<file path="src/rtl/clamp_sat_stream.sv">
// -----------------------------------------------------------------------------
// clamp_sat_stream
//
// Purpose
//   Streaming saturating narrower. Each beat carries CH signed INW-bit samples.
//   Each sample is clamped to an OUTW-bit range, either unsigned
//   (0 .. 2^OUTW-1) or signed (-2^(OUTW-1) .. 2^(OUTW-1)-1), as chosen by
//   `mode` in the cycle the beat is accepted. The result goes through a single
//   output register with valid/ready handshaking, so latency is one cycle and
//   throughput is one beat per cycle. Sticky per-channel flags and a
//   saturating event counter record saturation history.
//
// Ports
//   clk        in   1         sole clock, rising edge
//   rst        in   1         synchronous active-high reset
//   mode       in   1         0 = unsigned clamp, 1 = signed clamp
//   in_valid   in   1         input beat valid
//   in_ready   out  1         !out_valid || out_ready (combinational)
//   in_data    in   CH*INW    channel k at [k*INW +: INW], signed
//   out_valid  out  1         output beat valid
//   out_ready  in   1         downstream ready
//   out_data   out  CH*OUTW   channel k at [k*OUTW +: OUTW]
//   out_ovf    out  CH        channel clipped at the upper bound
//   out_unf    out  CH        channel clipped at the lower bound
//   clr_stat   in   1         clear sticky flags and sat_cnt (wins over update)
//   sticky_ovf out  CH        sticky upper-clip history
//   sticky_unf out  CH        sticky lower-clip history
//   sat_cnt    out  CNTW      accepted beats with any clipped channel, saturating
// -----------------------------------------------------------------------------
module clamp_sat_stream #(
    parameter int INW  = 16,
    parameter int OUTW = 8,
    parameter int CH   = 4,
    parameter int CNTW = 16
) (
    input  logic                 clk,
    input  logic                 rst,
    input  logic                 mode,
    input  logic                 in_valid,
    output logic                 in_ready,
    input  logic [CH*INW-1:0]    in_data,
    output logic                 out_valid,
    input  logic                 out_ready,
    output logic [CH*OUTW-1:0]   out_data,
    output logic [CH-1:0]        out_ovf,
    output logic [CH-1:0]        out_unf,
    input  logic                 clr_stat,
    output logic [CH-1:0]        sticky_ovf,
    output logic [CH-1:0]        sticky_unf,
    output logic [CNTW-1:0]      sat_cnt
);

    // The input needs at least one bit of headroom above the output so that
    // the unsigned upper bound 2^OUTW-1 is representable as a positive value.
    generate
        if (INW < OUTW + 1) begin : g_bad_width
            $error("clamp_sat_stream: INW must be >= OUTW+1");
        end
    endgenerate

    // Clamp bounds expressed in the input width (signed compare).
    localparam logic signed [INW-1:0] U_MAX = {{(INW-OUTW){1'b0}}, {OUTW{1'b1}}};
    localparam logic signed [INW-1:0] S_MAX = {{(INW-OUTW+1){1'b0}}, {(OUTW-1){1'b1}}};
    localparam logic signed [INW-1:0] S_MIN = {{(INW-OUTW+1){1'b1}}, {(OUTW-1){1'b0}}};

    // Saturated output codes.
    localparam logic [OUTW-1:0] U_HI = {OUTW{1'b1}};
    localparam logic [OUTW-1:0] U_LO = {OUTW{1'b0}};
    localparam logic [OUTW-1:0] S_HI = {1'b0, {(OUTW-1){1'b1}}};
    localparam logic [OUTW-1:0] S_LO = {1'b1, {(OUTW-1){1'b0}}};

    localparam logic [CNTW-1:0] CNT_MAX = {CNTW{1'b1}};

    // -------------------------------------------------------------------------
    // Handshake
    // -------------------------------------------------------------------------
    logic                 out_valid_q, out_valid_d;
    logic [CH*OUTW-1:0]   out_data_q,  out_data_d;
    logic [CH-1:0]        out_ovf_q,   out_ovf_d;
    logic [CH-1:0]        out_unf_q,   out_unf_d;

    logic                 accept;
    logic                 handoff;

    // The register can take a new beat whenever it is empty or being drained
    // in this same cycle.
    assign in_ready = !out_valid_q || out_ready;
    assign accept   = in_valid && in_ready;
    assign handoff  = out_valid_q && out_ready;

    // -------------------------------------------------------------------------
    // Per-channel clamp (combinational, feeds only the output register)
    // -------------------------------------------------------------------------
    logic [CH*OUTW-1:0]   clamp_data;
    logic [CH-1:0]        clamp_ovf;
    logic [CH-1:0]        clamp_unf;

    genvar gi;
    generate
        for (gi = 0; gi < CH; gi++) begin : g_ch
            logic signed [INW-1:0] x;
            logic [OUTW-1:0]       y;
            logic                  o;
            logic                  u;

            assign x = in_data[gi*INW +: INW];

            always_comb begin
                // In-range samples keep their low OUTW bits; the two's
                // complement encoding makes this correct for both modes.
                y = x[OUTW-1:0];
                o = 1'b0;
                u = 1'b0;
                if (!mode) begin
                    if (x[INW-1]) begin
                        y = U_LO;
                        u = 1'b1;
                    end else if (x > U_MAX) begin
                        y = U_HI;
                        o = 1'b1;
                    end
                end else begin
                    if (x > S_MAX) begin
                        y = S_HI;
                        o = 1'b1;
                    end else if (x < S_MIN) begin
                        y = S_LO;
                        u = 1'b1;
                    end
                end
            end

            assign clamp_data[gi*OUTW +: OUTW] = y;
            assign clamp_ovf[gi]               = o;
            assign clamp_unf[gi]               = u;
        end
    endgenerate

    // -------------------------------------------------------------------------
    // Output register next state
    // -------------------------------------------------------------------------
    always_comb begin
        out_valid_d = out_valid_q;
        out_data_d  = out_data_q;
        out_ovf_d   = out_ovf_q;
        out_unf_d   = out_unf_q;
        if (accept) begin
            // Covers both a fresh load and a simultaneous handoff+load.
            out_valid_d = 1'b1;
            out_data_d  = clamp_data;
            out_ovf_d   = clamp_ovf;
            out_unf_d   = clamp_unf;
        end else if (handoff) begin
            // Data and flags hold their last value once drained.
            out_valid_d = 1'b0;
        end
    end

    // -------------------------------------------------------------------------
    // Statistics next state
    // -------------------------------------------------------------------------
    logic [CH-1:0]   sticky_ovf_q, sticky_ovf_d;
    logic [CH-1:0]   sticky_unf_q, sticky_unf_d;
    logic [CNTW-1:0] sat_cnt_q,    sat_cnt_d;
    logic            beat_sat;

    assign beat_sat = |(clamp_ovf | clamp_unf);

    always_comb begin
        sticky_ovf_d = sticky_ovf_q;
        sticky_unf_d = sticky_unf_q;
        sat_cnt_d    = sat_cnt_q;
        if (clr_stat) begin
            // Clear wins: a beat accepted in the clear cycle is not recorded.
            sticky_ovf_d = '0;
            sticky_unf_d = '0;
            sat_cnt_d    = '0;
        end else if (accept) begin
            sticky_ovf_d = sticky_ovf_q | clamp_ovf;
            sticky_unf_d = sticky_unf_q | clamp_unf;
            if (beat_sat && (sat_cnt_q != CNT_MAX)) begin
                sat_cnt_d = sat_cnt_q + CNTW'(1);
            end
        end
    end

    // -------------------------------------------------------------------------
    // State registers
    // -------------------------------------------------------------------------
    always_ff @(posedge clk) begin
        if (rst) begin
            out_valid_q  <= 1'b0;
            out_data_q   <= '0;
            out_ovf_q    <= '0;
            out_unf_q    <= '0;
            sticky_ovf_q <= '0;
            sticky_unf_q <= '0;
            sat_cnt_q    <= '0;
        end else begin
            out_valid_q  <= out_valid_d;
            out_data_q   <= out_data_d;
            out_ovf_q    <= out_ovf_d;
            out_unf_q    <= out_unf_d;
            sticky_ovf_q <= sticky_ovf_d;
            sticky_unf_q <= sticky_unf_d;
            sat_cnt_q    <= sat_cnt_d;
        end
    end

    assign out_valid  = out_valid_q;
    assign out_data   = out_data_q;
    assign out_ovf    = out_ovf_q;
    assign out_unf    = out_unf_q;
    assign sticky_ovf = sticky_ovf_q;
    assign sticky_unf = sticky_unf_q;
    assign sat_cnt    = sat_cnt_q;

endmodule

</file>
<file path="config.mk">
export PLATFORM = sky130hd
export DESIGN_NAME = clamp_sat_stream
export DESIGN_NICKNAME = d
export VERILOG_FILES = /design/src/rtl/clamp_sat_stream.sv
export SDC_FILE = /design/constraint.sdc
export NUM_CORES = 1
export LEC_CHECK = 0
export ABC_CLOCK_PERIOD_IN_PS = 3800
export CORE_MARGIN = 8
export CORE_UTILIZATION = 46
export DETAILED_ROUTE_END_ITERATION = 6
export HOLD_SLACK_MARGIN = 0.1
export PLACE_DENSITY = 0.9
export SYNTH_ARGS = -nofsm -noshare
export SYNTH_HDL_FRONTEND = slang
export SYNTH_SLANG_ARGS = --single-unit
</file>
<file path="constraint.sdc">
create_clock -name clk -period 3.8 [get_ports clk]
set_clock_uncertainty 0.05 [all_clocks]
set_input_delay 0.76 -clock clk [delete_from_list [all_inputs] [get_ports clk]]
set_output_delay 0.76 -clock clk [all_outputs]
set_load 0.02 [all_outputs]
</file>
**Word level (Yosys, flattened, before mapping)**

Index checks and enable logic that the tools add are counted.

- Output and inout port bits: 66
- Register bits after elaboration: 65
- Memory bits (writable): 0
- Word-level logic and storage cells: 87
- Bits in read-only memories: 0
- Latch bits: 0
- Memories: 0
- Input bits: 70

- Reductions and logical operators: 9
- Div/mod/pow operators: 0
- $lt $le $gt $ge: 12
- Bitwise gates (word level): 3
- Multipliers: 0
- Shifts and indexed selects: 0
- Equality and inequality tests: 1
- Add/sub/neg operators: 1
- Muxes and demuxes: 54

Operators with widths:

| kind | number |
|---|---|
| 8-bit two-way mux | 20 |
| 16-bit by 8-bit greater-than comparator with 1-bit output, second input constant | 4 |
| 16-bit by 9-bit greater-than comparator with 1-bit output, second input constant | 4 |
| 16-bit by 8-bit < comparator with 1-bit output, second input constant | 4 |
| 1-bit two-way mux | 34 |
| 16-bit by 1-bit adder with 16-bit output, second input constant | 1 |
| 16-bit inequality test, second input constant | 1 |
| 4-bit OR | 3 |
| 4-bit OR reduction | 1 |
| 1-bit logical AND | 3 |
| 2-bit AND reduction | 1 |
| 2-bit nonzero test | 1 |
| 2-bit OR reduction | 1 |
| 1-bit zero test | 1 |
| 1-bit logical OR | 1 |

**Depth between registers and ports, before layout**

- Depth in word-level cells: 8
- Gate-level depth with buffers: 7

**Least setup slack after synthesis**

OpenSTA, ideal clock, no wires.

- Path kind: input -> register
- Start: in in_data[41]
- End: reg sat_cnt_q[4] (netlist: sat_cnt[4])
- Cell stages on the path: 5
- Slack: 1.243 ns
- Library setup time: 0.116 ns
- Arrival: 2.391 ns
- Buffers on the path: 0
- Cells stage by stage: nand4_1 or4_1 a222oi_1 a21oi_1 a41o_1

- Word-level cells in the longest chain between the ends: 8
- Elaborated cells on any way between the ends: 14
- Classes of those cells: 3 x order compare; 7 x mux; 1 x bitwise; 3 x reduce/logical

Ends and longest elaborated chain:

| item | line | RTL |
|---|---|---|
| start: declaration | 41 | `input logic [CH*INW-1:0] in_data,` |
| 16-bit by 9-bit greater-than comparator with 1-bit output / 16-bit by 8-bit < comparator with 1-bit output (equally long branches) | 118, 126 |  |
| 1-bit two-way mux, on equally long branches | 118, 126 |  |
| 1-bit two-way mux, on equally long branches | 115, 123 |  |
| 1-bit two-way mux | 114 | `if (!mode) begin` |
| 4-bit OR (*) | 167 | `assign beat_sat = \|(clamp_ovf \| clamp_unf);` |
| 4-bit OR reduction (*) | 167 |  |
| 1-bit logical AND (*) | 181 | `if (beat_sat && (sat_cnt_q != CNT_MAX)) begin` |
| 2-bit AND reduction (no line) (*) | -- |  |
| end signal: assignment | 206 | `sat_cnt_q <= sat_cnt_d;` |
| end: declaration | 164 | `logic [CNTW-1:0] sat_cnt_q, sat_cnt_d;` |

Mark *: on every way between the ends. The rest lies on a longest branch, timed or not.
A chain may end at the register's enable or synchronous reset.

**Worst setup path after layout**

- Start: in in_data[63]
- End: reg sat_cnt_q[8] (netlist: sat_cnt[8])

Same word-level chain as after synthesis.

==> impl_metrics.json <==
{
  "outcome": "complete, no violations",
  "slew_viol_final": 0,
  "post_drt_via_cell_ratio": 5.76,
  "die_y_um": 99.5,
  "finalSetupViolCount": 0,
  "numCtsBuffers": 9,
  "start_util": 0.474,
  "ant_nets": 0,
  "nFillCells": 553,
  "grt_max_degree": 43,
  "clk_latency_ns": 0.33,
  "relSlewSlack": 0.467,
  "rrSetupSlack_ns": 1.61,
  "num_io_pins": 136,
  "timing.hold.ws_ns": 0.399,
  "rows": 30,
  "drt_pass1_iterations": 5,
  "sw_frac_of_total": 0.269,
  "ys_types": 39,
  "timing.rr.start": "sat_cnt[3]",
  "multi_input_area_um2": 1760,
  "start_kind": "input port",
  "ys_ff_latch": 65,
  "clock_power_share": 0.345,
  "async_flop_share": 0,
  "cts_hold_repair.buffers": 0,
  "clkTransAtPathRegs_ns": 0.07,
  "rsz0062_at_grt": "no",
  "drive_gt1_frac": 0.0418,
  "startpoint": "in_data[63]",
  "ys_warn_count": 0,
  "netlist_instances": 419,
  "synth-seq-area-share": 0.406,
  "irDropWorstVdd_mv": 0.246,
  "clk_path_buf_depth": 2,
  "worstPathArrival_ns": 3.16,
  "worst-r2r-cell-count": 6,
  "cts_tree": "done",
  "dieWidth_um": 99.5,
  "layout_setup_ws_ns": 0.798,
  "crit_end": "sat_cnt[8]",
  "synth_flop_cell": "dfxtp_1",
  "fin_crit_sh": 0.790,
  "fin_tns_setup_ns": 0,
  "power_frac_seq": 0.445,
  "hpwl_um": 8070,
  "finalWirelength_um": 10800,
  "switchingPower_uw": 444,
  "clock_sinks": 65,
  "antenna_found_initial": 0,
  "finalCriticalPeriod_ns": 3.00,
  "required_ns": 3.95,
  "insertedDiodeCount": 0,
  "htreeDepth": 3,
  "maxCapViolations": 0,
  "hold_viol_final": 0,
  "synth_nets": 490,
  "dr_total_vias": 3626,
  "dp.cells": 614,
  "final_core_utilization": 0.710,
  "fin_nets": 616,
  "grt_pass1_wl_um": 17400,
  "grt_usage": 0.216,
  "total_leakage_power_uw": 0.00174,
  "r2r_end": "sat_cnt[13]",
  "design.core.area_um2": 6760,
  "cts_resized": 0,
  "drc": 0,
  "area_growth_pct": 49.8,
  "grt_overflow": 0,
  "min_path_type": "reg2reg",
  "setup.worst_path.end_class": "register",
  "avgSynthCellArea_um2": 7.65,
  "stdcell_count": 630,
  "dp_slack_ns": 0.483,
  "tightest_slew_ns": 0.795,
  "seq_area_um2": 1300,
  "die-area_um2": 9890,
  "power.density_nw_per_um2": 344,
  "port_buffers": 135,
  "power.internal_uw": 1210,
  "drtIter0Drc": 195,
  "comb_power_share": 0.211,
  "cts_setup_buffers": 0,
  "synth_edf_count": 0,
  "fmax_mhz": 333,
  "syn_area_um2": 3200,
  "gp_congestion": 0.895,
  "cts_root_buffer": "clkbuf_8",
  "grt_pass1_vias": 3566,
  "worstPathMaxFanout": 14,
  "critPathKind": "in2reg",
  "wl_per_cell_um": 17.2
}
## through the flow
stage / power, uW / cell area, um^2
6_report: 1650 / 4800
5_1_grt: 1720 / 4800
4_1_cts: 1660 / 4800
3_5_place_dp: 1100 / 4610
2_1_floorplan: 908 / 3200
3_3_place_gp: 1090 / 4610
## cells by family (layout without fill, tap and decap cells)
kind of cell | after synthesis | in the layout | share of synthesized area
mux | 2 | 2 | 0.00664
flops | 65 | 65 | 0.406
buf+inv | 37 | 168 | 0.0433
simple gates | 183 | 183 | 0.277
compound gates | 129 | 129 | 0.257
xor+xnor | 2 | 2 | 0.00547
fa+ha+maj | 1 | 1 | 0.00390
## final cells by class
class	count	area share
Clock buffer	13	0.0310
Clock inverter	3	0.00834
Inverter	9	0.00704
Multi-Input combinational cell	317	0.368
Sequential cell	65	0.271
Tap cell	80	0.0209
Timing Repair Buffer	143	0.294
## worst min path at each step
stage	cells after the start	startpoint	to
after floorplan	2	sticky_ovf[1]	sticky_ovf[1]
after global placement	2	sticky_ovf[1]	sticky_ovf[1]
after detailed placement	2	sticky_unf[1]	sticky_unf[1]
after CTS	2	sticky_unf[1]	sticky_unf[1]
after global routing	2	out_ovf[2]	out_ovf[2]
final	2	sticky_unf[1]	sticky_unf[1]
## sequential cells by signal, summed over array words and instances, names as in the netlist
register    flops
out_data       32
sat_cnt        16
out_ovf         4
out_unf         4
sticky_ovf      4
sticky_unf      4
out_valid       1
## power by group through the flow
stage               Clock (uW)  Sequential [uW]  Combinational, uW
CTS                        580              735                348
global route               607              739                374
floorplan                    0              792                116
detailed placement           0              750                345
finish                     569              735                348
global placement             0              748                337
## critical path, cell delays in order
cell and delay [ns]:
clkdlybuf4s50_1 0.66, nor4_1 0.55, nand3_1 0.18, a222oi_1 0.33
buf_4 0.21, a2111o_1 0.25, or3_1 0.15, a21oi_1 0.06
## cell usage after synthesis, drive strengths merged, types with 4 or more instances
master  number  area share
nor3        21       0.033
o21ai       17       0.027
clkbuf      27       0.032
o211ai       8       0.019
or3          9       0.018
nand2       36       0.042
nor2        54       0.063
nand3       13       0.020
a21oi       49       0.077
nor4         6       0.012
a211oi      23       0.054
inv          9       0.011
a21o        14       0.033
and3         4      0.0078
nand4        8       0.016
nand2b      16       0.031
and2         5      0.0098
o31ai        5       0.012
or4          4      0.0094
dfxtp       65        0.41
## layer usage
metal	global-route usage	up-vias	part of all wire
met5	0	-	0
met4	0.0861	0	0.023
met3	0.0628	19	0.077
met2	0.387	140	0.50
met1	0.232	1700	0.40
li1	-	1767	-
## layout by cell type, fill, tap and decap left out, drive strengths merged, types with 4 or more instances in the layout
master	count
a21o	14
nor3	21
inv	9
clkdlybuf4s50	135
a21oi	49
nand2	36
or3	9
or4	4
nand2b	16
nand3	13
o31ai	5
and3	4
o211ai	8
a211oi	23
nor4	6
o21ai	17
nor2	54
clkbuf	13
nand4	8
buf	8
and2	5
dfxtp	65
Note: power is estimated with default switching activity, not from simulation.
